<file path="src/rtl/debouncer_multi_if.sv">
// debouncer_multi_if
//   Bundles the switch-side signals of debouncer_multi.
//   tick      : sample-enable strobe (tie to 1 for per-clock counting)
//   sw        : raw asynchronous switch inputs, one bit per channel
//   sw_level  : debounced level per channel
//   sw_rise   : one-clk pulse when sw_level goes 0->1
//   sw_fall   : one-clk pulse when sw_level goes 1->0
//   sw_hold   : one-clk long-press pulse (0 unless built with DEBOUNCE_HOLD_EN)
//   master modport: the side driving the switches (board / testbench).
//   slave modport : the debouncer itself.
interface debouncer_multi_if #(
  parameter int unsigned CHANNELS = 3
);
  logic                tick;
  logic [CHANNELS-1:0] sw;
  logic [CHANNELS-1:0] sw_level;
  logic [CHANNELS-1:0] sw_rise;
  logic [CHANNELS-1:0] sw_fall;
  logic [CHANNELS-1:0] sw_hold;

  modport master (
    output tick,
    output sw,
    input  sw_level,
    input  sw_rise,
    input  sw_fall,
    input  sw_hold
  );

  modport slave (
    input  tick,
    input  sw,
    output sw_level,
    output sw_rise,
    output sw_fall,
    output sw_hold
  );
endinterface

</file>
<file path="src/rtl/debouncer_multi.sv">
// debouncer_multi
//   Debounces CHANNELS independent switch/button inputs. Each channel has a
//   SYNC_STAGES-deep synchroniser followed by a two-state stability FSM that
//   flips the debounced level only after STABLE_CYCLES consecutive qualifying
//   ticks of mismatch; any cycle in which the synchronised input agrees with
//   the level again discards the count (glitch rejection). Rise/fall pulses
//   are registered and coincide with the first cycle of the new level.
//
//   Optional feature, macro DEBOUNCE_HOLD_EN: per-channel long-press counter
//   that emits one sw_hold pulse after HOLD_TICKS ticks of continuous high
//   level. Without the macro sw_hold is tied to 0 and no counter exists.
//
// Ports:
//   clk    : system clock
//   reset  : synchronous, active-high reset
//   bus    : debouncer_multi_if.slave (tick, sw in; sw_level, sw_rise,
//            sw_fall, sw_hold out)
module debouncer_multi #(
  parameter int unsigned CHANNELS      = 3,
  parameter int unsigned SYNC_STAGES   = 2,
  parameter int unsigned STABLE_CYCLES = 16,
  parameter bit          RESET_LEVEL   = 1'b0,
  parameter int unsigned HOLD_TICKS    = 1024
) (
  input  logic               clk,
  input  logic               reset,
  debouncer_multi_if.slave   bus
);

  localparam int unsigned    CW       = $clog2(STABLE_CYCLES);
  localparam logic [CW-1:0]  CNT_LAST = CW'(STABLE_CYCLES - 1);

  if (CHANNELS < 1) begin : g_bad_channels
    $error("debouncer_multi: CHANNELS must be >= 1");
  end
  if (SYNC_STAGES < 2) begin : g_bad_sync
    $error("debouncer_multi: SYNC_STAGES must be >= 2");
  end
  if (STABLE_CYCLES < 2) begin : g_bad_stable
    $error("debouncer_multi: STABLE_CYCLES must be >= 2");
  end
  if (HOLD_TICKS < 1) begin : g_bad_hold
    $error("debouncer_multi: HOLD_TICKS must be >= 1");
  end

  typedef enum logic {
    STABLE,
    CHANGING
  } state_e;

  // Synchroniser: stage 0 takes the raw input, stage SYNC_STAGES-1 is s[].
  logic [SYNC_STAGES-1:0][CHANNELS-1:0] sync_q;
  logic [CHANNELS-1:0]                  s;

  state_e              state_q [CHANNELS];
  logic [CW-1:0]       cnt_q   [CHANNELS];
  logic [CHANNELS-1:0] level_q;
  logic [CHANNELS-1:0] rise_q;
  logic [CHANNELS-1:0] fall_q;

  assign s = sync_q[SYNC_STAGES-1];

  always_ff @(posedge clk) begin
    if (reset) begin
      sync_q <= {(SYNC_STAGES * CHANNELS){RESET_LEVEL}};
    end else begin
      sync_q <= {sync_q[SYNC_STAGES-2:0], bus.sw};
    end
  end

  always_ff @(posedge clk) begin
    if (reset) begin
      level_q <= {CHANNELS{RESET_LEVEL}};
      rise_q  <= '0;
      fall_q  <= '0;
      for (int unsigned i = 0; i < CHANNELS; i++) begin
        state_q[i] <= STABLE;
        cnt_q[i]   <= '0;
      end
    end else begin
      for (int unsigned i = 0; i < CHANNELS; i++) begin
        rise_q[i] <= 1'b0;
        fall_q[i] <= 1'b0;
        case (state_q[i])
          STABLE: begin
            // The first mismatching cycle already counts if it carries a tick.
            if (s[i] != level_q[i]) begin
              state_q[i] <= CHANGING;
              if (bus.tick) begin
                cnt_q[i] <= cnt_q[i] + CW'(1);
              end
            end
          end
          CHANGING: begin
            if (s[i] == level_q[i]) begin
              state_q[i] <= STABLE;
              cnt_q[i]   <= '0;
            end else if (bus.tick) begin
              if (cnt_q[i] == CNT_LAST) begin
                level_q[i] <= ~level_q[i];
                rise_q[i]  <= ~level_q[i];
                fall_q[i]  <= level_q[i];
                cnt_q[i]   <= '0;
                state_q[i] <= STABLE;
              end else begin
                cnt_q[i] <= cnt_q[i] + CW'(1);
              end
            end
          end
          default: begin
            state_q[i] <= STABLE;
            cnt_q[i]   <= '0;
          end
        endcase
      end
    end
  end

  assign bus.sw_level = level_q;
  assign bus.sw_rise  = rise_q;
  assign bus.sw_fall  = fall_q;

`ifdef DEBOUNCE_HOLD_EN
  localparam int unsigned   HW       = $clog2(HOLD_TICKS + 1);
  localparam logic [HW-1:0] HOLD_MAX = HW'(HOLD_TICKS);

  logic [HW-1:0]       hcnt_q [CHANNELS];
  logic [CHANNELS-1:0] hold_q;

  // Counts on the registered level, so the first increment happens at the
  // end of the sw_rise cycle; saturates at HOLD_MAX until the level drops.
  always_ff @(posedge clk) begin
    if (reset) begin
      hold_q <= '0;
      for (int unsigned i = 0; i < CHANNELS; i++) begin
        hcnt_q[i] <= '0;
      end
    end else begin
      for (int unsigned i = 0; i < CHANNELS; i++) begin
        hold_q[i] <= 1'b0;
        if (!level_q[i]) begin
          hcnt_q[i] <= '0;
        end else if (bus.tick && (hcnt_q[i] != HOLD_MAX)) begin
          hcnt_q[i] <= hcnt_q[i] + HW'(1);
          if (hcnt_q[i] == HOLD_MAX - HW'(1)) begin
            hold_q[i] <= 1'b1;
          end
        end
      end
    end
  end

  assign bus.sw_hold = hold_q;
`else
  assign bus.sw_hold = '0;
`endif

endmodule

</file>
<file path="src/flat_wrapper.sv">
// flat-port wrapper written by rule: the top's interface ports become plain ports
module debouncer_multi_flat 
#(
  parameter int unsigned CHANNELS      = 3,
  parameter int unsigned SYNC_STAGES   = 2,
  parameter int unsigned STABLE_CYCLES = 16,
  parameter bit          RESET_LEVEL   = 1'b0,
  parameter int unsigned HOLD_TICKS    = 1024
)
  (clk, reset, bus_tick, bus_sw, bus_sw_level, bus_sw_rise, bus_sw_fall, bus_sw_hold);
  debouncer_multi_if #(.CHANNELS(CHANNELS)) bus_i ();
  input  logic clk;
  input  logic reset;
  input wire logic [$bits(bus_i.tick)-1:0] bus_tick;
  input wire logic [$bits(bus_i.sw)-1:0] bus_sw;
  output wire logic [$bits(bus_i.sw_level)-1:0] bus_sw_level;
  output wire logic [$bits(bus_i.sw_rise)-1:0] bus_sw_rise;
  output wire logic [$bits(bus_i.sw_fall)-1:0] bus_sw_fall;
  output wire logic [$bits(bus_i.sw_hold)-1:0] bus_sw_hold;
  assign bus_i.tick = bus_tick;
  assign bus_i.sw = bus_sw;
  assign bus_sw_level = bus_i.sw_level;
  assign bus_sw_rise = bus_i.sw_rise;
  assign bus_sw_fall = bus_i.sw_fall;
  assign bus_sw_hold = bus_i.sw_hold;
  debouncer_multi #(.CHANNELS(CHANNELS), .SYNC_STAGES(SYNC_STAGES), .STABLE_CYCLES(STABLE_CYCLES), .RESET_LEVEL(RESET_LEVEL), .HOLD_TICKS(HOLD_TICKS)) u_core (.clk(clk), .reset(reset), .bus(bus_i));
endmodule
</file>
<file path="config.mk">
export PLATFORM = sky130hd
export DESIGN_NAME = debouncer_multi_flat
export DESIGN_NICKNAME = d
export VERILOG_FILES = /design/src/rtl/debouncer_multi_if.sv /design/src/rtl/debouncer_multi.sv /design/src/flat_wrapper.sv
export SDC_FILE = /design/constraint.sdc
export NUM_CORES = 1
export LEC_CHECK = 0
export CORE_MARGIN = 4
export CORE_UTILIZATION = 49
export CTS_CLUSTER_DIAMETER = 150
export DETAILED_ROUTE_END_ITERATION = 10
export PLACE_DENSITY = 0.83
export SETUP_SLACK_MARGIN = 0.2
export SLEW_MARGIN = 20
export SYNTH_ARGS = -nofsm -noshare
export SYNTH_HDL_FRONTEND = slang
export SYNTH_SLANG_ARGS = --single-unit
export TNS_END_PERCENT = 50
</file>
<file path="constraint.sdc">
create_clock -name clk -period 1.5 [get_ports clk]
set_input_delay 0.3 -clock clk [delete_from_list [all_inputs] [get_ports clk]]
set_output_delay 0.3 -clock clk [all_outputs]
set_load 0.01 [all_outputs]
</file>
After elaboration in Yosys (flattened, before gate mapping)
Memories as Yosys holds them, arrays and structs flattened. Index checks and enable logic that the tools add are counted.

Reductions and logical operators: 6. Eq/ne operators: 9. $add $sub $neg: 3. Bitwise gates (word level): 34. Multiplexer cells: 96.

Operators with widths (number): $mux W1 (84); $mux W4 (12); $or A1 B1 Y1 (21); $reduce_or A5 Y1 (3); $not A1 Y1 (13); $add A4 B1 Y4 const B (3); $eq A4 B4 Y1 const B (3); $reduce_and A4 Y1 (3); $eq A1 B1 Y1 (3); $ne A1 B1 Y1 (3).

Output and inout port bits: 12. Input port bits: 6. Memories: 2. RAM bits: 15. Logic and storage cells: 161. Flip-flop bits (word level): 15.

Memory list: u_core.cnt_q (depth 3, width 4, rd ports 3, clocked after memory_dff 0, wr ports 3, RTL line debouncer_multi.sv:56) `logic [CW-1:0] cnt_q [CHANNELS];`; u_core.state_q (depth 3, width 1, rd ports 3, clocked after memory_dff 0, wr ports 3, RTL line debouncer_multi.sv:55) `state_e state_q [CHANNELS];`.

Depth between registers and ports, before layout
An unclocked memory read counts as a cell.

Depth after elaboration: 10. Depth in mapped cells: 5. Gate-level depth less buffers: 5.

Worst setup path after synthesis
No wires, ideal clock.

Kind: reg2reg. Start point: mem u_core.cnt_q[0][0] (netlist name). End point: mem u_core.state_q[0] (netlist name) (data pin). Slack: -161 ps. Period minus slack after synthesis: 1661 ps. Data required time: 1226 ps. Arrival time: 1386 ps. Path buffers: 0. Library setup time: 274 ps. Stages on the path, launching flop included: 6. Cells stage by stage: edfxtp_1 ha_1 and4_4 or2_0 o21ai_0 a311oi_1.

RTL lines (RTL line): start, declared (debouncer_multi.sv:56); end, declared (debouncer_multi.sv:55).

==> reports/qor.yml <==
worstPathArrival_ns: 1.73
wl_um: 3620
io_buffers: 14
rr_startpoint: "u_core.cnt_q[1][0]"
hp-class: "flip-flop to flip-flop"
synth.area.top_cells: "edfxtp_1 (29%), dfxtp_1 (22%), xnor2_1 (3.6%), nand2_1 (2.9%), ha_1 (2.6%)"
final_cells: 205
crit_required_ns: 1.56
p_seq_share_pct: 50.4
clkPwrFrac_pct: 21.5
grt_remaining_overflow: 0
fp.dieH_um: 62.3
gp_congestion: 0.920
drv_cap: 0
critPathMaxFanout: 3
rsz0062_at_grt: "true"
synth_area_um2: 1440
grt.total_usage_pct: 18.5
cts.sinks: 30
core_um2: 2780
antenna_found_initial: 0
p_sw_share_pct: 30.6
synth_top_area_cell: "edfxtp_1"
failed_checks: "negative setup slack"
nNetsFinal: 182
pre_cts_slack_ns: -0.453
clock_skew_ns: 0.00930
finalPower_mw: 2.01
place_inst: 188
regArea_um2: 761
layout_min_cycle_time_ns: 1.67
detail_route.first_pass.iterations: 4
slew_viol_final: 0
clk_latency_ns: 0.33
syn_inst: 129
pwr-share-comb_pct: 28.1
worstSetupPathType: "flip-flop to flip-flop"
htreeDepth: 2
num-fill-cells: 150
hold_path_depth: 1
drt_iter0_markers: 47
fin_area_um2: 2170
clockBufferDepth: 2
synth_commonest_cells: "dfxtp_1 (16), edfxtp_1 (14), nand2_1 (11)"
die_area_um2: 3880
synth_edf_count: 14
fin_util_pct: 78.1
critPathLaunchType: "flip-flop"
max_freq_mhz: 599
ir_drop_v: 0.00100
holdCritStartpoint: "u_core.sync_q[1]"
r2r_end: "u_core.state_q[1]"
yosysMostFrequentCell: "dfxtp_1"
final_antenna_net_count: 0
setup_tns_ns: -0.602
grt_start_max_net_pins: 11
worstSetupEndpointType: "flip-flop"
start_util_pct: 51.9
numCtsBuffers: 5
cts_root_buf: "clkbuf_4"
dp_hpwl_um: 2110
synthArstFlopShare_pct: 0
n_antenna_cell: 0
ys_ff_latch: 30
wl_per_cell_um: 17.7
synth_cell_types: 38
hold_viol: 0
hold_buffers: 0
via_per_inst: 5.60
placed_area_um2: 1820
p_leak_nw: 0.819
cts_tree: "yes"
grt_pass1_vias: 1233
ioPinCount: 18
synth_top_area_share_pct: 29.1
drive_gt1_share_pct: 49.4
drc_errors: 0
layout_worst_path_cycle_share_pct: 111
ys_seq_area_share_pct: 51.3
setup_viol: 10
synth_flop_cell: "dfxtp_1"
status: "complete, but fails checks"
power.switching_mw: 0.616
grt_pass1_wl_um: 5610
clkSlewWorstSetupHoldPaths_ns: 0.09
rows: 19
yosysWarnings: 0
multi_input_area_um2: 961
whs_endpoint: "u_core.s[1]"
timing.final.ws_setup_ns: -0.169
hold_slack_ns: 0.436
dr_total_vias: 1148
r2r_slack_ns: -0.17
fp.dieW_um: 62.3
syn_to_final_growth_pct: 50.4
postSynthAreaPerCell_um2: 11.2
r2r_cells: 5
powerDensity_nw_per_um2: 927
intPower_mw: 1.40
-- cells by family after synthesis --
group	share of synthesized area [%]
compound gates	5.20
fa+ha+maj	2.60
xor+xnor	6.07
other cells	0.260
flops	51.3
buf+inv	3.99
mux	1.39
simple gates	29.2
-- power by group through the flow --
stage / Sequential, mW / Clock, mW / Combinational, mW
after global placement: 1.03 / 0 / 0.357
after CTS: 1.01 / 0.448 / 0.484
after detailed placement: 1.04 / 0 / 0.373
final: 1.02 / 0.433 / 0.566
after floorplan: 1.02 / 0 / 0.262
after global routing: 1.02 / 0.480 / 0.606
-- how the worst max path moves through the flow --
stage / from / to
2_1_floorplan: u_core.cnt_q[0][0] / u_core.state_q[1]
3_3_place_gp: reset / u_core.cnt_q[2][3]
3_5_place_dp: reset / u_core.cnt_q[0][3]
4_1_cts: u_core.cnt_q[1][0] / u_core.state_q[0]
5_1_grt: u_core.cnt_q[1][0] / u_core.state_q[1]
6_report: u_core.cnt_q[1][0] / u_core.state_q[1]
-- routing by layer --
layer  wire length [um]  part of all wire (%)  GRT usage, %
met5                  0                     0             0
met4                 45                   1.2          9.28
met3                146                   4.0          5.95
met2               1910                    53          32.9
met1               1520                    42          19.2
-- layout make-up --
type / instances / share of cell area (%)
Tap cell: 31 / 1.79
Clock inverter: 3 / 0.518
Inverter: 3 / 0.518
Multi-Input combinational cell: 91 / 44.2
Clock buffer: 5 / 1.73
Sequential cell: 30 / 35.0
Timing Repair Buffer: 42 / 16.2
-- critical path, cell delays in order, from the launching register on --
cell and delay, ns:
edfxtp_1 0.41, ha_2 0.21, and4_4 0.16, or2_4 0.25
o21ai_4 0.21, a311oi_2 0.15
-- cells in the final DEF (no fill, tap or decap), types with 3 or more instances in the layout --
cell type,n
xnor2_1,3
xor2_1,4
edfxtp_1,14
conb_1,3
xnor2_4,3
and4_4,3
clkbuf_4,5
nor3b_2,4
nor3_4,5
nand2b_1,5
dfxtp_4,5
nand3_1,6
buf_4,25
nand2_1,9
dfxtp_1,10
or2_4,4
nor2_1,5
nor4b_4,4
buf_6,3
ha_2,3
clkdlybuf4s50_1,3
inv_1,3
nor2b_1,6
clkinv_1,3
dlygate4sd2_1,8
-- what timing repair did --
action / 4_1_cts / 5_1_grt
hold endpoints to repair: 0 / 0
gates resized for setup: 46 / 19
buffers inserted: 7 / 2
pin swaps: 16 / 14
endpoints found under the setup margin: 41 / 40
-- flip-flops by register name, indices dropped and copies added (netlist names) --
| signal | flops |
|---|---|
| u_core.cnt_q | 12 |
| u_core.bus.sw_rise | 3 |
| u_core.bus.sw_fall | 3 |
| u_core.state_q | 3 |
| u_core.bus.sw_level | 3 |
| u_core.sync_q | 3 |
| u_core.s | 3 |
No activity file was read; power rests on OpenSTA's default activity.
